$ cat src/rtl/spi_pkg.sv
// Shared definitions for the SPI shift engine: state encoding,
// bit-order constants and a constant clog2 helper.
package spi_pkg;

    localparam logic [1:0] IDLE   = 2'd0;
    localparam logic [1:0] ACTIVE = 2'd1;
    localparam logic [1:0] DONE   = 2'd2;

    localparam logic MSB_FIRST = 1'b0;
    localparam logic LSB_FIRST = 1'b1;

    typedef enum logic [1:0] {
        ST_IDLE   = IDLE,
        ST_ACTIVE = ACTIVE,
        ST_DONE   = DONE
    } state_e;

    function automatic int clog2(input int v);
        int r;
        int x;
        r = 0;
        x = v - 1;
        while (x > 0) begin
            r++;
            x = x >> 1;
        end
        return r;
    endfunction

endpackage

$ cat src/rtl/spi_bit_counter.sv
// Received-bit counter: cleared on frame start, advanced per sample
// strobe, flags the last bit of the frame when cnt == len.
module spi_bit_counter
    import spi_pkg::*;
#(
    parameter int LEN_W = 3
) (
    input  logic             i_clk,
    input  logic             i_rst_n,
    input  logic             clr_i,
    input  logic             en_i,
    input  logic [LEN_W-1:0] len_i,
    output logic [LEN_W-1:0] cnt_o,
    output logic             term_o
);

    logic [LEN_W-1:0] cnt_q;
    logic [LEN_W-1:0] cnt_d;

    always_comb begin
        cnt_d = cnt_q;
        if (clr_i) begin
            cnt_d = '0;
        end else if (en_i) begin
            cnt_d = cnt_q + 1'b1;
        end
    end

    always_ff @(posedge i_clk or negedge i_rst_n) begin
        if (!i_rst_n) begin
            cnt_q <= '0;
        end else begin
            cnt_q <= cnt_d;
        end
    end

    assign cnt_o  = cnt_q;
    assign term_o = (cnt_q == len_i);

endmodule

$ cat src/rtl/spi_shift_engine.sv
// Full-duplex SPI shift engine driven by SCLK-generator strobes.
// Define SPI_SHIFT_LOOPBACK_EN to add the i_loopback port (RX samples o_mosi).
module spi_shift_engine
    import spi_pkg::*;
#(
    parameter int DATA_W = 8,
    localparam int LEN_W = clog2(DATA_W)
) (
    input  logic              i_clk,
    input  logic              i_rst_n,
    input  logic              i_start,
    input  logic [DATA_W-1:0] i_tx_data,
    input  logic [LEN_W-1:0]  i_len,
    input  logic              i_lsb_first,
`ifdef SPI_SHIFT_LOOPBACK_EN
    input  logic              i_loopback,
`endif
    input  logic              i_shift_stb,
    input  logic              i_sample_stb,
    input  logic              i_miso,
    output logic              o_mosi,
    output logic              o_busy,
    output logic              o_done,
    output logic [DATA_W-1:0] o_rx_data
);

    state_e            state_q;
    logic [DATA_W-1:0] tx_q;
    logic [DATA_W-1:0] rx_q;
    logic [DATA_W-1:0] rx_d;
    logic [DATA_W-1:0] rx_mask;
    logic [LEN_W-1:0]  len_q;
    logic [LEN_W-1:0]  ptr_q;
    logic [LEN_W-1:0]  ptr_d;
    logic [LEN_W-1:0]  cnt;
    logic              lsb_q;
    logic              last_tx;
    logic              cnt_term;
    logic              samp_bit;
    logic              o_mosi_q;
    logic              o_busy_q;
    logic              o_done_q;
    logic [DATA_W-1:0] o_rx_data_q;

`ifdef SPI_SHIFT_LOOPBACK_EN
    logic lb_q;

    always_ff @(posedge i_clk or negedge i_rst_n) begin
        if (!i_rst_n) begin
            lb_q <= 1'b0;
        end else if (state_q == ST_IDLE && i_start) begin
            lb_q <= i_loopback;
        end
    end

    assign samp_bit = lb_q ? o_mosi_q : i_miso;
`else
    assign samp_bit = i_miso;
`endif

    spi_bit_counter #(
        .LEN_W (LEN_W)
    ) u_cnt (
        .i_clk   (i_clk),
        .i_rst_n (i_rst_n),
        .clr_i   (state_q == ST_IDLE && i_start),
        .en_i    (state_q == ST_ACTIVE && i_sample_stb),
        .len_i   (len_q),
        .cnt_o   (cnt),
        .term_o  (cnt_term)
    );

    always_comb begin
        rx_d = rx_q;
        if (lsb_q == LSB_FIRST) begin
            rx_d[cnt] = samp_bit;
        end else begin
            rx_d = {rx_q[DATA_W-2:0], samp_bit};
        end
        for (int i = 0; i < DATA_W; i++) begin
            rx_mask[i] = (i <= int'(len_q));
        end
        last_tx = (lsb_q == LSB_FIRST) ? (ptr_q == len_q) : (ptr_q == '0);
        ptr_d   = (lsb_q == LSB_FIRST) ? ptr_q + 1'b1 : ptr_q - 1'b1;
    end

    always_ff @(posedge i_clk or negedge i_rst_n) begin
        if (!i_rst_n) begin
            state_q     <= ST_IDLE;
            tx_q        <= '0;
            rx_q        <= '0;
            len_q       <= '0;
            ptr_q       <= '0;
            lsb_q       <= 1'b0;
            o_mosi_q    <= 1'b0;
            o_busy_q    <= 1'b0;
            o_done_q    <= 1'b0;
            o_rx_data_q <= '0;
        end else begin
            unique case (state_q)
                ST_IDLE: begin
                    if (i_start) begin
                        state_q  <= ST_ACTIVE;
                        tx_q     <= i_tx_data;
                        len_q    <= i_len;
                        lsb_q    <= i_lsb_first;
                        rx_q     <= '0;
                        o_busy_q <= 1'b1;
                        ptr_q    <= (i_lsb_first == MSB_FIRST) ? i_len : '0;
                        o_mosi_q <= (i_lsb_first == MSB_FIRST) ?
                                    i_tx_data[i_len] : i_tx_data[0];
                    end
                end
                ST_ACTIVE: begin
                    if (i_sample_stb) begin
                        rx_q <= rx_d;
                        if (cnt_term) begin
                            state_q     <= ST_DONE;
                            o_done_q    <= 1'b1;
                            o_rx_data_q <= rx_d & rx_mask;
                        end
                    end
                    // pointer parks on the last bit so late shifts hold o_mosi
                    if (i_shift_stb && !last_tx) begin
                        ptr_q    <= ptr_d;
                        o_mosi_q <= tx_q[ptr_d];
                    end
                end
                ST_DONE: begin
                    state_q  <= ST_IDLE;
                    o_done_q <= 1'b0;
                    o_busy_q <= 1'b0;
                    o_mosi_q <= 1'b0;
                end
                default: begin
                    state_q <= ST_IDLE;
                end
            endcase
        end
    end

    assign o_mosi    = o_mosi_q;
    assign o_busy    = o_busy_q;
    assign o_done    = o_done_q;
    assign o_rx_data = o_rx_data_q;

endmodule

$ cat config.mk
export PLATFORM = sky130hd
export DESIGN_NAME = spi_shift_engine
export DESIGN_NICKNAME = d
export VERILOG_FILES = /design/src/rtl/spi_pkg.sv /design/src/rtl/spi_bit_counter.sv /design/src/rtl/spi_shift_engine.sv
export SDC_FILE = /design/constraint.sdc
export NUM_CORES = 1
export LEC_CHECK = 0
export ABC_CLOCK_PERIOD_IN_PS = 2400
export BUFFER_PORTS_ARGS = -buffer_cell sky130_fd_sc_hd__buf_2
export CAP_MARGIN = 25
export CORE_MARGIN = 3
export CORE_UTILIZATION = 45
export DETAILED_ROUTE_END_ITERATION = 10
export GPL_TIMING_DRIVEN = 0
export SLEW_MARGIN = 15
export SYNTH_ARGS = -nofsm -noshare
export SYNTH_HDL_FRONTEND = slang
export SYNTH_HIERARCHICAL = 1
export SYNTH_SLANG_ARGS = --single-unit
$ cat constraint.sdc
create_clock -name i_clk -period 2.4 [get_ports i_clk]
set_input_delay 0.48 -clock i_clk [delete_from_list [all_inputs] [get_ports i_clk]]
set_output_delay 0.48 -clock i_clk [all_outputs]
set_load 0.02 [all_outputs]
# Word-level counts from Yosys, hierarchy flattened
# Index checks and enable logic that the tools add are counted.
# totals
regBits,39
input_bits,18
out_inout_bits,11
wordCells,86
# classes
n_addsub,3
order_cmp,11
eq_ne,8
mux,32
bitwise_logic,1
reduce_logical,20
# ops
op,n
two-way mux 8 bit,3
two-way mux 3 bit,6
AND reduction 3 bit,6
one-hot mux 8 bit (2 select lines),1
"less-or-equal comparator 3 bit, first input constant",4
"< comparator 3 x 4 -> 1 bit, second input constant",3
two-way mux 1 bit,10
bitwise AND 8 bit,1
bitwise mux 8 bit,1
nonzero test 2 bit,4
"adder 3 x 1 -> 3 bit, second input constant",2
binary-select mux 1 bit (select 3 bit),2
equality test 3 bit,2
"less-or-equal comparator 2 x 3 -> 1 bit, first input constant",2
two-way mux 2 bit,3
"!= test 2 bit, second input constant",3
one-hot mux 3 bit (2 select lines),1
logical AND 1 bit,4
one-hot mux 1 bit (2 select lines),2
one-hot mux 2 bit (2 select lines),1
AND reduction 2 bit,2
demux 1 bit (select 3 bit),1
">= comparator 3 x 1 -> 1 bit, second input constant",1
"less-or-equal comparator 1 x 3 -> 1 bit, first input constant",1
other kinds (9),9

# Logic depth before layout (Yosys ltp)
# Gate-level depths: netlist (run 1).
# logic_depth
word_depth,8
mapped_depth,9
depth_no_buf,7

# Modules after synthesis
# The synthesis (run 1) kept the hierarchy.
# by_module_without_submodules
mod,instances,cells_each,area_each_um2,seq_area_each_um2
spi_shift_engine,1,227,2202.1,900.9
spi_bit_counter,1,15,176.4,75.1

# Worst setup path after synthesis (run 1)
# No wires, ideal clock.
# synth_path
path_type,reg2reg
startpoint,register ptr_q[0]
endpoint,register o_mosi_q (netlist: o_mosi)
setup_time_ps,129
arrival_ps,1878
t_required_ps,2271
setup_slack_ps,393
path_stages_with_launch,8
synth_period_minus_slack_ps,2007
path_cell_list,dfrtp_1 -> inv_1 -> fa_1 -> xor2_2 -> xnor2_1 -> mux2_2 -> a32oi_1 -> a31oi_1
# synth_via
elab_chain_len,6
elab_cells_between_ends,14
cone_classes,add/sub: 2; eq/ne: 2; mux: 6; reduce/logical: 4
# synth_rtl
item,line_no,text
start: declaration,spi_shift_engine.sv:33,logic [LEN_W-1:0] ptr_q;
start signal: assignment,spi_shift_engine.sv:109,ptr_q <= (i_lsb_first == MSB_FIRST) ? i_len : '0;
start signal: assignment,spi_shift_engine.sv:125,ptr_q <= ptr_d;
"subtractor 3 x 1 -> 3 bit, or another cell as far along",spi_shift_engine.sv:84,ptr_d = (lsb_q == LSB_FIRST) ? ptr_q + 1'b1 : ptr_q - 1'b1;
two-way mux 3 bit or two-way mux 1 bit (tied branches),"spi_shift_engine.sv:84, spi_shift_engine.sv:83",
binary-select mux 1 bit (select 3 bit) or zero test 1 bit (tied branches),"spi_shift_engine.sv:126, spi_shift_engine.sv:124",
two-way mux 1 bit (implied by the code) or logical AND 1 bit (tied branches),"spi_shift_engine.sv:126, spi_shift_engine.sv:124",
two-way mux 1 bit or != test 2 x 1 -> 1 bit (tied branches),-,
one-hot mux 1 bit (3 select lines) or AND reduction 3 bit (tied branches),-,
end signal: assignment,spi_shift_engine.sv:110,o_mosi_q <= (i_lsb_first == MSB_FIRST) ?
end signal: assignment,spi_shift_engine.sv:126,o_mosi_q <= tx_q[ptr_d];
end: declaration,spi_shift_engine.sv:40,logic o_mosi_q;
# Parallel ways exist; a longest one is shown, timed or not. The select of a mux whose other input is x is not followed.
# A chain may end at the register's enable or synchronous reset.

# Final worst setup path (run 1)
# Ends and elaborated chain as after synthesis.

==> results of run 1 <==
-- sequential cells by signal (all words and copies together) (netlist names) --
register     count
o_rx_data        8
o_busy           1
o_mosi           1
lsb_q            1
tx_q             8
o_done           1
u_cnt/cnt_o      3
ptr_q            3
len_q            3
rx_q             8
state_q          2
-- where the power goes --
part           total [W]  internal [W]  switching [W]
sequential       0.00120      0.000935       0.000263
clock           0.000453      0.000202       0.000251
combinational    0.00192      0.000835        0.00108
total            0.00357       0.00197        0.00160
-- layout make-up --
type / count / area share (%)
timing repair buffer: 26 / 4.85
tap: 67 / 3.13
clock buffer: 5 / 2.57
sequential: 39 / 36.4
clock inverter: 3 / 0.747
inverter: 13 / 1.82
buffer: 15 / 2.66
multi-input combinational: 175 / 47.8
-- stage by stage --
stage | hold WS [ps] | util (%) | worst slack (ps)
final | 308 | 54.6 | 212
after global routing | 361 | 54.6 | 91.9
after CTS | 337 | 54.6 | 212
after detailed placement | 468 | 52.8 | 244
after global placement | 462 | 52.8 | 165
after floorplan | 184 | - | 393
-- layout by cell type (no fill, tap or decap), types with 2 or more instances in the layout --
cell type   instances
a21oi_1            15
a221oi_1            6
a22oi_1             8
buf_2              31
clkbuf_1            8
clkbuf_8            5
clkinvlp_4          2
dfrtp_1            39
ha_1                5
inv_1              13
mux2_2             12
mux2i_1            15
mux4_1              2
nand2_1            25
nand3_1             2
nand3b_1            4
nor2_1             17
nor2b_1             2
nor3b_1             5
o21ai_0            17
o21ai_1             6
o22ai_1             2
o31ai_1             2
xnor2_1             5
xor2_1              3
-- logic make-up (layout without fill, tap and decap cells) --
kind of cell / Yosys count / after routing
compound gates: 69 / 69
simple gates: 60 / 60
flops: 39 / 39
mux: 31 / 31
buf+inv: 28 / 62
xor+xnor: 9 / 9
fa+ha+maj: 6 / 6
-- final timing paths --
| check | to | cells past startpoint |
|---|---|---|
| worst max-delay path | o_mosi | 6 |
| worst min-delay path | o_rx_data[6] | 1 |
| worst max register to register | o_mosi | 6 |
| worst min register to register | o_rx_data[6] | 2 |
| max in group asynchronous | rx_q[0] | 1 |
| min in group i_clk | tx_q[6] | 2 |
-- worst max-delay path, stage by stage, from the launching register on --
cell	delay, ps
dfrtp_1	460
inv_1	120
fa_1	600
mux4_1	290
mux2_2	290
a32oi_1	190
a31oi_1	110
-- routing by layer --
layer / up-vias / wire, um / part of all wire, % / GRT usage, %
met5: - / 0 / 0 / 0
met4: 0 / 104 / 1.9 / 7.34
met3: 8 / 290 / 5.3 / 4.31
met2: 50 / 2580 / 47 / 30.2
met1: 893 / 2520 / 46 / 25.5
li1: 933 / - / - / -
==> results.md, run 1 <==
- Seq/Total Area, Yosys: 41.0%
- Post-route minimum period: 2190 ps
- CTS resizes: 0
- CTS H-tree lvls: 2
- Most area-hungry cell type in the Yosys netlist: dfrtp_1
- Worst-skew pair later-pin latency: 290 ps
- Diodes inserted: 0
- Post-Syn Area: 2380 um2
- Sink Count: 39
- CP startpoint kind: flop
- Ports: 29
- Commonest cells in the netlist: dfrtp_1, nand2_1, nor2_1, o21ai_0
- DP Cell Count: 335
- Max Clock Freq: 457 MHz
- Register-to-register setup slack: 210 ps
- Pwr/cell area: 1330 nW/um2
- Initial core utilization: 48.4%
- Syn_nets: 266
- FF/Latch Area: 976 um2
- Synth top area cells: dfrtp_1, mux2i_1, mux2_2, nand2_1, o21ai_0
- GRT Resource Usage Total: 19.1%
- Post-CTS setup buffers: 0
- VDD IR max: 0.666 mV
- Num rows: 25
- Gr ovfl total: 0
- Vias: 1884
- Largest net degree at the start of global routing: 40
- Xor and xnor fraction of the mapped netlist area: 3.63%
- DRT antenna net count: 0
- Die H: 78.7 um
- CTS tree: yes
- Async SR Flop Fraction: 100%
- Hold-fix buffers, CTS: 0
- Setup TNS: 0 ps
- DRT Pass-1 Iters: 4
- Hold Crit Class: input port to asynchronous set/reset pin
- Port bufs: 26
- Post-placement cell area: 2590 um2
- Post-detail-place hpwl: 3910 um
- Initial DRC count: 152
- Mean Syn Cell Area: 9.83 um2
- GP Congestion: 0.809
- Slew Viols, Final: 0
- Mux cell area share after synthesis: 15.8%
- Layout Cells excl Fill: 343
- CTS buffer count: 5
- Multi-input gate area: 1280 um2
- Crit path required time: 2570 ps
- Vias in the first global route: 1877
- Layout cells sized above 1: 22.1%
- Core area: 4910 um2
- Post-Syn Instances: 242
- Die area: 6190 um2
- Number of buffers on the longest clock path: 2
- Vias per cell: 5.49
- Reg2reg start: ptr_q[0]
- Leak Pwr: 1.21 nW
- CTS Root Cell: clkbuf_8
- Fin area: 2680 um2
- Synth Flop Type: dfrtp_1
- Crit path DAT: 2360 ps
- Combinational family with the most area after synthesis: compound AO/OA/AOI/OAI gates
- Post-synthesis compound-gate area fraction: 19.0%
- Setup Skew: 4.09 ps
- Yosys warns: 6
- Most common cell in the synthesized netlist: dfrtp_1
- RSZ-0062 raised after global routing: no
- Fin crit share: 91.2%
- Area share of the largest cell type after synthesis: 41.0%
- Actual slew at the worst max-slew pin: 898 ps
- Post-Synth Adder-Cell Area: 3.47%
- FILL cells: 465
- Yosys reg bits: 39
- First-pass GRT wire length: 9250 um
- Setup CP Type: flop to flop
- Initial antenna violation count: 0
- Max Cap Viol: 0
- CP Launch Point: ptr_q[0]
- Pwr Total: 0.00357 W
- Critical path endpoint category: flop
- Clk slew on worst S/H paths: 80 ps
- Final setup violation count: 0
- Relative slew margins: 40.2%
- Simple-gate area share of the yosys netlist: 12.0%
- EDFF count, synth: 0
- Routed len/inst: 16.0 um
- Distinct cell type count after synthesis: 47
- CP max FO: 5
- Die width: 78.7 um
- Final net count: 299
- Area growth syn-to-layout: 12.7%
- Endpoints failing hold: 0
- Status: complete, no violations
- Final WL: 5500 um
- # DRC: 0
Note: power is estimated with default switching activity, not from simulation.
==> run 2: changes to the inputs <==
Settings changed: CORE_UTILIZATION 45 to 58, GPL_TIMING_DRIVEN 0 to default, PLACE_DENSITY from default to 0.8.
==> run 2 against run 1 <==
Net effect:
- highest routed layer unchanged
- core utilization is 16 points higher
- first-iteration DRC count decreased by 39%
- combinational power fell by 4%
- sequential share of layout area decreased by 0.10 points
- non-clock buffer count down 7
- register-to-register slack worse by 50 ps
- critical path type unchanged
- global-route usage up 3.4 points
- critical endpoint unchanged
- fmax fell by 2.1%
- critical path depth unchanged
- wire length decreased by 8.7%
==> results.md, run 2 (same netlist as run 1, synthesis figures left out) <==
- CTS buffer count: 5 (unchanged)
- Initial core utilization: 62.6% (was 48.4%)
- Pwr Total: 0.00375 W (was 0.00357 W)
- Largest stage delay, worst path: 620 ps (was 600 ps)
- Vias per cell: 6.15 (was 5.49)
- Crit path required time: 2570 ps (about the same)
- Hold-fix buffers, CTS: 0 (unchanged)
- Diodes inserted: 0 (unchanged)
- Num rows: 22 (was 25)
- Post-CTS setup buffers: 0 (unchanged)
- Worst path bufs/invs: 1 (unchanged)
- Relative slew margins: 42.4% (was 40.2%)
- Commonest non-fill, non-tap cell in the layout: dfrtp_1 (unchanged)
- Util after Layout: 70.8% (was 54.6%)
- Hold Crit Class: input port to asynchronous set/reset pin (unchanged)
- Number of buffers on the longest clock path: 2 (unchanged)
- GRT Resource Usage Total: 22.5% (was 19.1%)
- Pwr/cell area: 1390 nW/um2 (was 1330 nW/um2)
- CTS tree: yes (unchanged)
- Max Cap Viol: 0 (unchanged)
- DRT Pass-1 Iters: 4 (unchanged)
- Core area: 3800 um2 (was 4910 um2)
- Post-route minimum period: 2230 ps (was 2190 ps)
- Crit-path cells: inv_1, fa_1, mux4_1, mux2_2, a32oi_1, a31oi_1 (unchanged)
- Largest net degree at the start of global routing: 40 (unchanged)
- RSZ-0062 raised after global routing: no (unchanged)
- Reg2reg start: ptr_q[0] (unchanged)
- Ports: 29 (unchanged)
- Vias: 1949 (was 1884)
- Setup Skew: 14.4 ps (was 4.09 ps)
- Final setup violation count: 0 (unchanged)
- Initial antenna violation count: 0 (unchanged)
- Max Clock Freq: 448 MHz (was 457 MHz)
- Post-placement cell area: 2550 um2 (was 2590 um2)
- Leak Pwr: 1.23 nW (was 1.21 nW)
- Routed len/inst: 15.8 um (was 16.0 um)
- Endpoints failing hold: 0 (unchanged)
- DRT antenna net count: 0 (unchanged)
- Clk slew on worst S/H paths: 90 ps (was 80 ps)
- Sink Count: 39 (unchanged)
- Fin crit share: 93.1% (was 91.2%)
- Final WL: 5020 um (was 5500 um)
- Setup TNS: 0 ps (unchanged)
- VDD IR max: 0.785 mV (was 0.666 mV)
- Slew Viols, Final: 0 (unchanged)
- Worst-skew pair later-pin latency: 300 ps (was 290 ps)
- GP Congestion: 0.771 (was 0.809)
- CP startpoint kind: flop (unchanged)
- Crit path DAT: 2410 ps (was 2360 ps)
- Setup CP Type: flop to flop (unchanged)
- Critical path endpoint category: flop (unchanged)
- Die width: 70.0 um (was 78.7 um)
- CTS Root Cell: clkbuf_8 (unchanged)
- Most frequent cells in the layout: dfrtp_1, buf_2, nand2_1, nor2_1, o21ai_0 (unchanged)
- First-pass GRT wire length: 8940 um (was 9250 um)
- CP max-delay cell: fa_1 (unchanged)
- Port bufs: 28 (was 26)
- Die H: 70.0 um (was 78.7 um)
- Delay-heaviest family, CP: adder cells (unchanged)
- CTS resizes: 0 (unchanged)
- Final net count: 292 (was 299)
- Layout cells sized above 1: 23.0% (was 22.1%)
- Post-detail-place hpwl: 3620 um (was 3910 um)
- CP max FO: 5 (unchanged)
- CTS H-tree lvls: 2 (unchanged)
- Initial DRC count: 93 (was 152)
- # DRC: 0 (unchanged)
- CP Launch Point: ptr_q[0] (unchanged)
- Area growth syn-to-layout: 13.0% (was 12.7%)
- Gr ovfl total: 0 (unchanged)
- Vias in the first global route: 1932 (was 1877)
- Fin area: 2690 um2 (was 2680 um2)
- Status: complete, no violations (unchanged)
- FILL cells: 289 (was 465)
- Die area: 4910 um2 (was 6190 um2)
- Actual slew at the worst max-slew pin: 864 ps (was 898 ps)
run 2: worst paths after layout:
path                       cells past startpoint  slack, ps        endpoint
max                                            6        170          o_mosi
min                                            1        280  u_cnt/cnt_o[0]
max reg2reg                                    6        170          o_mosi
min reg2reg                                    2        480    o_rx_data[5]
max in group asynchronous                      1       1570         rx_q[3]
min in group i_clk                             2        430         tx_q[6]
run 2: final cells by class:
cell class	instances	area, um2	area share (%)
timing repair buffer	34	185	6.89
tap	48	60.1	2.23
clock inverter	3	67.6	2.51
clock buffer	5	68.8	2.56
sequential	39	976	36.3
multi-input combinational	175	1280	47.7
inverter	13	48.8	1.81
run 2: report_power, final:
group          internal, W  leakage (nW)  switching (W)  total (W)
registers         0.000935         0.486       0.000302    0.00124
clock network     0.000415        0.0644       0.000246   0.000661
logic             0.000842         0.679        0.00101    0.00185
total              0.00219          1.23        0.00156    0.00375
run 2: per-stage QoR:
step / setup WS, ps / hold slack (ps) / instances
2_1_floorplan: 393 / 184 / 242
3_3_place_gp: 309 / 458 / 309
3_5_place_dp: 170 / 469 / 309
4_1_cts: 159 / 313 / 317
5_1_grt: 85.0 / 353 / 317
6_report: 166 / 280 / 317
run 2: routing by layer:
| metal | vias up | part of all wire [%] | track usage (%) |
|---|---|---|---|
| li1 | 922 | - | - |
| met1 | 952 | 44 | 30.4 |
| met2 | 63 | 48 | 35.9 |
| met3 | 12 | 6.0 | 4.89 |
| met4 | 0 | 1.8 | 7.23 |
| met5 | - | 0 | 0 |
